### src/rtl/seg_scan_ctrl.sv
// Scans NDIG hex digits onto one shared active-low 7-seg bus with a blanking gap per slot.
// Outputs are registered; DIG_SEL first asserts BLANK_CYC edges after EN is seen in IDLE.
module seg_scan_ctrl #(
   parameter int NDIG      = 4,
   parameter int SCAN_DIV  = 1000,
   parameter int BLANK_CYC = 16
) (
   input  logic              CLK,
   input  logic              RST,
   input  logic              EN,
   input  logic [4*NDIG-1:0] DIGVAL,
   input  logic [NDIG-1:0]   DP_IN,
   input  logic              LZ_SUPP,
   output logic [6:0]        SEG,
   output logic              DP,
   output logic [NDIG-1:0]   DIG_SEL,
   output logic              FRAME
);

   localparam int CW = (SCAN_DIV > 1) ? $clog2(SCAN_DIV) : 1;
   localparam int IW = (NDIG > 1) ? $clog2(NDIG) : 1;

   localparam logic [CW-1:0] BLANK_LAST = CW'(BLANK_CYC - 1);
   localparam logic [CW-1:0] SLOT_LAST  = CW'(SCAN_DIV - 1);
   localparam logic [IW-1:0] IDX_LAST   = IW'(NDIG - 1);

   typedef enum logic [1:0] {
      ST_IDLE  = 2'd0,
      ST_BLANK = 2'd1,
      ST_SHOW  = 2'd2
   } state_t;

   state_t          state_q, state_d;
   logic [CW-1:0]   cnt_q, cnt_d;
   logic [IW-1:0]   idx_q, idx_d;
   logic [6:0]      seg_q, seg_d;
   logic            dp_q, dp_d;
   logic [NDIG-1:0] sel_q, sel_d;
   logic            frame_q, frame_d;

   logic [4*NDIG-1:0] digval_shr;
   logic [3:0]        cur_val;
   logic              upper_zero;
   logic [6:0]        cur_seg;

   function automatic logic [6:0] hex_to_seg(input logic [3:0] v);
      logic [6:0] s;
      case (v)
         4'h0:    s = 7'h40;
         4'h1:    s = 7'h79;
         4'h2:    s = 7'h24;
         4'h3:    s = 7'h30;
         4'h4:    s = 7'h19;
         4'h5:    s = 7'h12;
         4'h6:    s = 7'h02;
         4'h7:    s = 7'h78;
         4'h8:    s = 7'h00;
         4'h9:    s = 7'h10;
         4'hA:    s = 7'h08;
         4'hB:    s = 7'h03;
         4'hC:    s = 7'h46;
         4'hD:    s = 7'h21;
         4'hE:    s = 7'h06;
         default: s = 7'h0E;
      endcase
      return s;
   endfunction

   // Current digit and everything above it, shifted down to bit 0.
   always_comb begin
      digval_shr = DIGVAL >> {idx_q, 2'b00};
      cur_val    = digval_shr[3:0];
      upper_zero = (digval_shr == '0);
      if (LZ_SUPP && (idx_q != '0) && upper_zero) begin
         cur_seg = 7'h7F;
      end else begin
         cur_seg = hex_to_seg(cur_val);
      end
   end

   always_ff @(posedge CLK) begin
      if (RST) begin
         state_q <= ST_IDLE;
         cnt_q   <= '0;
         idx_q   <= '0;
         seg_q   <= 7'h7F;
         dp_q    <= 1'b1;
         sel_q   <= '0;
         frame_q <= 1'b0;
      end else begin
         state_q <= state_d;
         cnt_q   <= cnt_d;
         idx_q   <= idx_d;
         seg_q   <= seg_d;
         dp_q    <= dp_d;
         sel_q   <= sel_d;
         frame_q <= frame_d;
      end
   end

   always_comb begin
      state_d = state_q;
      cnt_d   = cnt_q;
      idx_d   = idx_q;
      if (!EN) begin
         state_d = ST_IDLE;
         cnt_d   = '0;
         idx_d   = '0;
      end else begin
         case (state_q)
            ST_IDLE: begin
               state_d = ST_BLANK;
               cnt_d   = '0;
               idx_d   = '0;
            end
            ST_BLANK: begin
               cnt_d = cnt_q + CW'(1);
               if (cnt_q == BLANK_LAST) begin
                  state_d = ST_SHOW;
               end
            end
            ST_SHOW: begin
               if (cnt_q == SLOT_LAST) begin
                  state_d = ST_BLANK;
                  cnt_d   = '0;
                  idx_d   = (idx_q == IDX_LAST) ? '0 : idx_q + IW'(1);
               end else begin
                  cnt_d = cnt_q + CW'(1);
               end
            end
            default: begin
               state_d = ST_IDLE;
               cnt_d   = '0;
               idx_d   = '0;
            end
         endcase
      end
   end

   // Digit data is captured only on the BLANK->SHOW edge and held through the slot.
   always_comb begin
      seg_d   = 7'h7F;
      dp_d    = 1'b1;
      sel_d   = '0;
      frame_d = 1'b0;
      if (state_d == ST_SHOW) begin
         if (state_q == ST_SHOW) begin
            seg_d = seg_q;
            dp_d  = dp_q;
            sel_d = sel_q;
         end else begin
            seg_d = cur_seg;
            dp_d  = ~DP_IN[idx_q];
            sel_d = NDIG'(1) << idx_q;
         end
      end
      frame_d = (state_q == ST_SHOW) && (state_d == ST_BLANK) && (idx_q == IDX_LAST);
   end

   assign SEG     = seg_q;
   assign DP      = dp_q;
   assign DIG_SEL = sel_q;
   assign FRAME   = frame_q;

endmodule

### config.mk
export PLATFORM = sky130hd
export DESIGN_NAME = seg_scan_ctrl
export DESIGN_NICKNAME = d
export VERILOG_FILES = /design/src/rtl/seg_scan_ctrl.sv
export SDC_FILE = /design/constraint.sdc
export NUM_CORES = 1
export LEC_CHECK = 0
export BUFFER_PORTS_ARGS = -buffer_cell sky130_fd_sc_hd__clkbuf_2
export CORE_ASPECT_RATIO = 0.9
export CORE_UTILIZATION = 56
export CTS_BUF_LIST = sky130_fd_sc_hd__clkbuf_4 sky130_fd_sc_hd__clkbuf_8
export DETAILED_ROUTE_END_ITERATION = 16
export PLACE_DENSITY = 0.8
export SYNTH_ARGS = -nofsm -noshare
export SYNTH_HDL_FRONTEND = slang
export SYNTH_SLANG_ARGS = --single-unit
### constraint.sdc
create_clock -name CLK -period 2.9 [get_ports CLK]
set_input_delay 0.145 -clock CLK [delete_from_list [all_inputs] [get_ports CLK]]
set_output_delay 0.145 -clock CLK [all_outputs]
set_load 0.05 [all_outputs]
==> results of run 1 <==
state kept, by name, summed over array words and instances, names as in the netlist:
| register | flops |
|---|---|
| idx_q | 2 |
| DIG_SEL | 4 |
| cnt_q | 10 |
| SEG | 7 |
| state_q | 2 |
| DP | 1 |
| FRAME | 1 |
worst register-to-register path: cells and delay by family (launching register included):
kind                     cells  cell delay, ns
AO/OA/AOI/OAI                2            0.38
adder cells (fa/ha/maj)      1            0.55
buffers and inverters        1            0.09
flip-flops                   1            0.36
AND/OR/NAND/NOR              3            0.98
area by class of cell:
cell class | count | area, um^2 | share of cell area
Timing Repair Buffer | 38 | 195 | 0.104
Clock buffer | 4 | 30.0 | 0.0160
Multi-Input combinational cell | 132 | 1020 | 0.544
Inverter | 10 | 37.5 | 0.0200
Tap cell | 40 | 50.0 | 0.0267
Sequential cell | 27 | 541 | 0.289
worst paths after layout:
kind / from / to / cells past startpoint
hold reg to reg: cnt_q[0]$_SDFF_PP0_ / cnt_q[0]$_SDFF_PP0_ / 1
setup / recovery: state_q[0]$_SDFF_PP0_ / SEG[6]$_SDFFE_PP1P_ / 7
hold / removal: RST / state_q[1]$_SDFF_PP0_ / 2
setup reg to reg: state_q[0]$_SDFF_PP0_ / SEG[6]$_SDFFE_PP1P_ / 7
cell families after synthesis:
kind of cell               Yosys count
muxes                               14
xor gates and xnor gates             7
DFF                                 27
adders and majority gates           15
AOI/OAI and AO/OA                   31
and+or+nand+nor                     65
buffers and inverters               18
per-stage QoR:
step | instances | hold slack, ns | cell area, um^2 | power (mW)
2_1_floorplan | 177 | 0.217 | 1650 | 0.426
3_3_place_gp | 247 | 0.392 | 1840 | 0.449
3_5_place_dp | 247 | 0.403 | 1840 | 0.453
4_1_cts | 251 | 0.0423 | 1870 | 0.618
5_1_grt | 251 | 0.0527 | 1870 | 0.644
6_report | 251 | 0.0635 | 1870 | 0.614
report_power, final:
part / internal [mW] / switching [mW] / leakage, nW
clock network: 0.0633 / 0.105 / 0.0184
logic: 0.0352 / 0.0383 / 0.491
registers: 0.372 / 0.000964 / 0.218
cell usage in the layout, fill, tap and decap left out, types with 5 or more instances in the layout:
master / Yosys / routed
sky130_fd_sc_hd__nand2_1: 11 / 11
sky130_fd_sc_hd__a21oi_1: 7 / 7
sky130_fd_sc_hd__o21ai_1: 6 / 6
sky130_fd_sc_hd__ha_1: 15 / 15
sky130_fd_sc_hd__xnor2_1: 5 / 5
sky130_fd_sc_hd__inv_1: 10 / 10
sky130_fd_sc_hd__nor2_1: 20 / 20
sky130_fd_sc_hd__dfxtp_1: 27 / 27
sky130_fd_sc_hd__mux2i_1: 9 / 9
sky130_fd_sc_hd__nor4_1: 5 / 5
sky130_fd_sc_hd__clkbuf_2: 0 / 36
metal layers:
metal  wire length [um]  vias to the layer above  global-route usage
met3                187                        7              0.0465
met5                  0                        -                   0
met2               1700                       48               0.397
li1                   -                      703                   -
met1               1690                      664               0.327
met4                 58                        0               0.115
==> results.txt, run 1 <==
TritonCTS built the clock tree. Measured along the x axis, the die boundary spans 59.2 um. The final layout contains routed wiring with a total length of 3630 um. The fraction of the mapped netlist area in adder cells was 0.114; the number of antenna violations at the first check in global routing was 0. Dividing the detail-routed via count by the number of cells gives 5.67. The first TritonRoute pass finished after 4 iterations. For flop-to-flop paths, the worst setup slack is 0.41 ns. The critical path is of the reg2reg type. The run gives 3.08 ns as the required time reported for the critical path endpoint.

The flow ran to the end, and the final reports show no timing, DRC or antenna violations. At the pin with the least slew margin, the transition time is 0.627 ns. For the tightest slew margin relative to the limit, the log shows 0.580. The total nets after synthesis is 216, and the die span in y is 53.5 um. sky130_fd_sc_hd__dfxtp_1 is the most common cell in the netlist. The maximum fanout encountered on the critical timing path works out to 16. The predominant post-synthesis flop cell is sky130_fd_sc_hd__dfxtp_1. The top-area cell type share of the netlist area works out to 0.328. The number of CTS-inserted buffers came out at 3. The ratio of final minimum period to clock period was 0.858. CTS placed an instance of sky130_fd_sc_hd__clkbuf_4 at the clock tree root.

The number of buffers inserted by hold repair at cts was 0. The most area-hungry cell type in the Yosys netlist was sky130_fd_sc_hd__dfxtp_1. After clock tree synthesis, the clock-pin slew on the worst setup and hold paths is 0.13 ns. The worst-case IR drop observed on VDD is 0.000331 V. Before CTS, the worst setup slack after placement is 0.464 ns. The number of resized instances in the post-cts repair step is 0. Sorting the synthesized cells by area gives the leading types as sky130_fd_sc_hd__dfxtp_1 33%, sky130_fd_sc_hd__ha_1 11%, sky130_fd_sc_hd__mux2i_1 5.5%. Counting along the longest clock path gives a buffer depth of 2. The congestion estimate from routability-driven global placement came to 0.904. The simple-gate share of the synthesized area came out at 0.211.

The highest-delay cell along the critical path is sky130_fd_sc_hd__nor3b_2. Dominant combinational cell family by area after synthesis: simple AND/OR/NAND/NOR gates. Worst path buffer plus inverter count: 1. The number of top-level design ports was 37. The largest single stage delay on the critical path is 0.57 ns. Setup violations remaining at the end of the flow were counted as 0. The share of layout cells above drive strength 1 is 0.237, and the number of enable-type register cells in the synthesized netlist is 0. For the via count of the first global-routing pass, the log shows 1259.

The first global-routing pass estimated 5800 um of wire. The post-synthesis async set-or-reset flop share came out at 0. The synthesized-area fraction occupied by ao, oa, aoi and oai cells works out to 0.131. The post-CTS setup buffer count is 0. For the H-tree depth reported by CTS, the log shows 1.

Multiplexer fraction of the synthesized cell area: 0.125. The critical path data arrival time is 2.67 ns. The total DRC errors in the routed layout is 0, and the aggregate global-route resource usage is 0.250.

The average instance in the mapped netlist occupies 9.32 um^2. The net count of the finished layout is 251. The count of maximum capacitance violations came out at 0. The count of final hold-check violations is 0, and the area of the core is 2770 um^2. The smallest clock period supported by the final layout is computed as 2.49 ns. The clock insertion delay at the later pin of the skew report was 0.32 ns; the area enclosed by the die boundary was 3170 um^2.

Port buffering added 36 buffers. Entering global routing, the biggest net connects 17 pins. After the first detailed-routing iteration, the DRC count stood at 78.

By count the netlist is led by 27 x sky130_fd_sc_hd__dfxtp_1, 20 x sky130_fd_sc_hd__nor2_1, 15 x sky130_fd_sc_hd__ha_1. STA classifies the critical path endpoint as a flip-flop. The tools report the distinct cell type count after synthesis as 46. For the initial core utilization, the log shows 0.595.

Adding up every negative setup slack in the final design gives 0 ns. Setup repair after global routing left no endpoint under its margin. Across the routed clock network, the largest skew measured is 0.00653 ns.

In this run the remaining antenna-violating nets after routing total 0. The worst hold path class was in2reg. The power density relative to cell area was 328 nW/um^2; the XOR/XNOR share of the synthesized area was 0.0372. The cell class contributing the biggest share of worst-path delay was simple AND/OR/NAND/NOR gates. After filler insertion, the fill cell instance count of the layout stands at 224. The run gives 1422 as the number of vias in the routed layout. For this run the aggregate overflow at the end of global routing stands at 0. The reported leakage power was 0.727 nW. The final count of pins violating max slew was 0; the area growth from synthesis to final layout was 13.6%. The sequential cell area fraction in the yosys report came out at 0.328. The yosys synthesis warning count came out at 0. After floorplanning, the core was divided into 18 placement rows.

The wire-length estimate of the detail-placed layout is 2830 um. In the post-route analysis, the smallest setup slack over all paths is 0.413 ns. CTS saw 27 sinks.

For this run, the top clock speed supported by timing is 0.402 GHz. The post-layout utilization of the core is 0.676, and the synthesized instance count is 177. For the cell area after synthesis, the log shows 1650 um^2. Walking the worst path, the cells encountered are inv_1 -> ha_1 -> or2_2 -> o41a_1 -> nand4b_1 -> nor3b_2 -> o211ai_1. The number of antenna diodes in the final layout is 0. The detailed-route wire length per cell came out at 14.5 um.

After synthesis the netlist holds a flip-flop and latch count of 27. The tools report the kind of start point of the critical path as a flip-flop.
(Power assumes the default switching activity.)
==> run 2: changes to the inputs <==
- CORE_ASPECT_RATIO: 0.9 -> 0.5
- MAX_ROUTING_LAYER: unset -> met4
==> run 2 against run 1 <==
Effect of this change: die area increased by 0.41%; sequential share of layout area shrank 0.23 points; design area increased by 0.80%; routed wire length fell by 11%; critical path depth did not move; worst setup slack better by 0.19 ns; non-clock buffer count is the same; core utilization rose by 2.3 points; largest power group unchanged; highest routed layer unchanged.
==> results.txt, run 2 (same netlist as run 1, synthesis figures left out) <==
Clock root buffer: sky130_fd_sc_hd__clkbuf_8 (was sky130_fd_sc_hd__clkbuf_4). The transition at the pin with the smallest max-transition slack was 0.594 ns (was 0.627 ns). The tightest slew margin relative to the limit is 0.604 (was 0.580), and the number of rows created at floorplan is 13 (was 18). Critical path data arrival time: 2.51 ns (was 2.67 ns).

The clock share of power is 0.327 (was 0.273), and the share of layout cells above drive strength 1 is 0.237 (unchanged). The detail-routed via count per cell is 5.58 (was 5.67). For the number of CTS-inserted buffers, the log shows 3 (unchanged).

For the area enclosed by the die boundary, the log shows 3180 um^2 (was 3170 um^2). The maximum fanout encountered on the critical timing path is 16 (unchanged). Highest-count cells in the layout ignoring fill and taps: 36 x sky130_fd_sc_hd__clkbuf_2, 27 x sky130_fd_sc_hd__dfxtp_1, 20 x sky130_fd_sc_hd__nor2_1, 15 x sky130_fd_sc_hd__ha_1, 11 x sky130_fd_sc_hd__nand2_1 (unchanged). The post-CTS setup buffer count was 0 (unchanged); the number of nets in the layout was 251 (unchanged).

The reported leakage power came out at 0.736 nW (was 0.727 nW). The clock insertion delay at the later pin of the skew report is 0.26 ns (was 0.32 ns). H-tree depth reported by CTS: 1 (unchanged). The number of flip-flops under the largest register name was 10 (unchanged); the count of buffers inserted at the top-level ports was 36 (unchanged). Endpoint of the lowest-slack register-to-register path: FRAME$_SDFF_PP0_ (was SEG[6]$_SDFFE_PP1P_).

The horizontal extent of the die works out to 78.7 um (was 59.2 um). The fraction of power spent switching nets works out to 0.218 (was 0.234). The register with the highest flop count is cnt_q (unchanged). The placed instance area came out at 1840 um^2 (about the same). TritonCTS built the clock tree.

The area of the core was 2700 um^2 (was 2770 um^2). The tools report the post-route standard cell area excluding fillers as 1890 um^2 (was 1870 um^2). The required time reported for the critical path endpoint was 3.11 ns (was 3.08 ns). The tools report the kind of start point of the critical path as a flip-flop (unchanged).

The tools report the start point of the worst min-delay path as RST (unchanged). The area growth from synthesis to final layout was 14.5% (was 13.6%). The power density relative to cell area works out to 348 nW/um^2 (was 328 nW/um^2). The run gives 5300 um (was 5800 um) as the first-pass GRT wire length. The worst ir drop on vdd came out at 0.000282 V (was 0.000331 V). The tools report the number of antenna violations at the first check in global routing as 0 (unchanged).

The number of sinks driven by the clock tree is 27 (unchanged). The tools report the worst setup slack before clock tree synthesis as 0.636 ns (was 0.464 ns). For the via count of the first global-routing pass, the log shows 1229 (was 1259). The tools report the count of final hold-check violations as 0 (unchanged). The tools report the register share of total power as 0.566 (was 0.607). The number of instances on the worst hold path is 2 (unchanged), and the maximum number of pins on one net before global-route repair is 17 (unchanged). The power after layout is 657 uW (was 614 uW), and the number of setup violations in the final report is 0 (unchanged). The final worst clock skew is 0.00359 ns (was 0.00653 ns), and the detailed router's first-iteration violation count is 62 (was 78). The tools report the weighted congestion reported at the end of routability-driven placement as 0.840 (was 0.904). The clock edge transition at the registers on the reported setup and hold paths is 0.09 ns (was 0.13 ns), and the remaining number of nets flagged by the antenna check after routing is 0 (unchanged). The logs give 0 (unchanged) for the final count of pins violating max slew and 1385 (was 1422) for the number of vias in the routed layout.

The worst hold path class was in2reg (unchanged). Post-layout worst setup margin: 0.601 ns (was 0.413 ns). The terminating pin of the worst hold path was state_q[1]$_SDFF_PP0_ (unchanged). The die span in y is 40.4 um (was 53.5 um), and the total DRC errors in the routed layout is 0 (unchanged). The number of inserted diodes is 0 (unchanged). The cell-internal power is 514 uW (was 470 uW).

The net switching component of the power came out at 143 uW (was 144 uW). The tools report the number of buffers inserted by hold repair at cts as 0 (unchanged). The count of maximum capacitance violations is 0 (unchanged), and the initial core utilization is 0.611 (was 0.595). The tools report the count of TritonRoute iterations in the first routing pass as 4 (unchanged). The most frequent standard cell in the layout excluding fill and tap cells was sky130_fd_sc_hd__clkbuf_2 (unchanged). The detailed-route wire length per cell works out to 13.1 um (was 14.5 um).

The run finished with clean final reports. For the relative contribution of combinational cells to total power, the log shows 0.107 (was 0.120). The flop-to-flop setup slack came out at 0.60 ns (was 0.41 ns). The ratio of final minimum period to clock period works out to 0.793 (was 0.858). Category of the critical setup timing path: reg2reg (unchanged). The logs give 37 (unchanged) for the number of top-level design ports and 0.435 GHz (was 0.402 GHz) for the maximum clock frequency.

The number of resized instances in the post-cts repair step came out at 0 (unchanged). The setup TNS after final layout came out at 0 ns (unchanged). Setup repair after global routing left no endpoint under its margin. The detailed placer's ending HPWL was 2520 um (was 2830 um). The beginning of the worst register-to-register path was state_q[0]$_SDFF_PP0_ (unchanged).

The maximum root-to-sink buffer count came out at 2 (unchanged). Critical path capture point type: a flip-flop (unchanged). The run gives 0.228 (was 0.250) as the aggregate global-route resource usage. The final critical delay including setup and external delays is 2.30 ns (was 2.49 ns), and the count of cells along the worst register-to-register path is 7 (unchanged). The tools report the overall overflow remaining after global route as 0 (unchanged). The run gives 3240 um (was 3630 um) as the total wire length after detailed routing.
==> run 2: cell count changes in the layout (fill, tap and decap cells not counted) <==
| cell | delta |
|---|---|
| sky130_fd_sc_hd__clkbuf_8 | +3 |
| sky130_fd_sc_hd__clkbuf_4 | -3 |
==> run 2: stage by stage <==
| step | hold WS [ns] | cells | utilization |
|---|---|---|---|
| 6_report | 0.100 | 248 | 0.699 |
| 5_1_grt | 0.112 | 248 | 0.699 |
| 4_1_cts | 0.0973 | 248 | 0.699 |
| 3_5_place_dp | 0.386 | 244 | 0.681 |
| 3_3_place_gp | 0.387 | 244 | 0.681 |
| 2_1_floorplan | 0.217 | 177 | - |
==> run 2: area by class of cell <==
cell class | instances | area, um^2
well taps | 37 | 46.3
repair buffers | 38 | 195
inverters | 10 | 37.5
fillers | 235 | 812
flip-flops and latches | 27 | 541
multi-input cells | 132 | 1020
clock buffers | 4 | 48.8
==> run 2: critical path, stage by stage (launching register included) <==
cell and delay [ns]:
sky130_fd_sc_hd__dfxtp_1 0.35, sky130_fd_sc_hd__inv_1 0.09, sky130_fd_sc_hd__ha_1 0.54, sky130_fd_sc_hd__inv_1 0.32, sky130_fd_sc_hd__a41oi_1 0.24, sky130_fd_sc_hd__a211oi_1 0.09, sky130_fd_sc_hd__nor4b_1 0.38, sky130_fd_sc_hd__and4_1 0.24
==> run 2: how the worst max path moves through the flow <==
stage	start	endpoint	slack, ns	depth (start not counted)
floorplan	idx_q[0]$_SDFFE_PP0P_	SEG[4]$_SDFFE_PP1P_	0.83	9
global placement	state_q[0]$_SDFF_PP0_	DIG_SEL[1]$_SDFFE_PP0P_	0.71	8
detailed placement	state_q[0]$_SDFF_PP0_	SEG[6]$_SDFFE_PP1P_	0.64	8
CTS	state_q[0]$_SDFF_PP0_	DIG_SEL[1]$_SDFFE_PP0P_	0.60	8
global route	state_q[0]$_SDFF_PP0_	FRAME$_SDFF_PP0_	0.37	7
finish	state_q[0]$_SDFF_PP0_	FRAME$_SDFF_PP0_	0.60	7
==> run 2: power groups by stage <==
stage	sequential (mW)	clock, mW	combinational [mW]
after floorplan	0.381	0	0.0448
after global placement	0.381	0	0.0672
after detailed placement	0.381	0	0.0696
after CTS	0.372	0.220	0.0698
after global routing	0.372	0.239	0.0781
final	0.372	0.215	0.0704
==> run 2: per-layer routing <==
metal | global-route usage | wire, um | vias up
li1 | - | - | 705
met4 | 0.0417 | 14 | 0
met1 | 0.259 | 1530 | 660
met3 | 0.0591 | 99 | 2
met5 | - | 0 | -
met2 | 0.426 | 1600 | 18
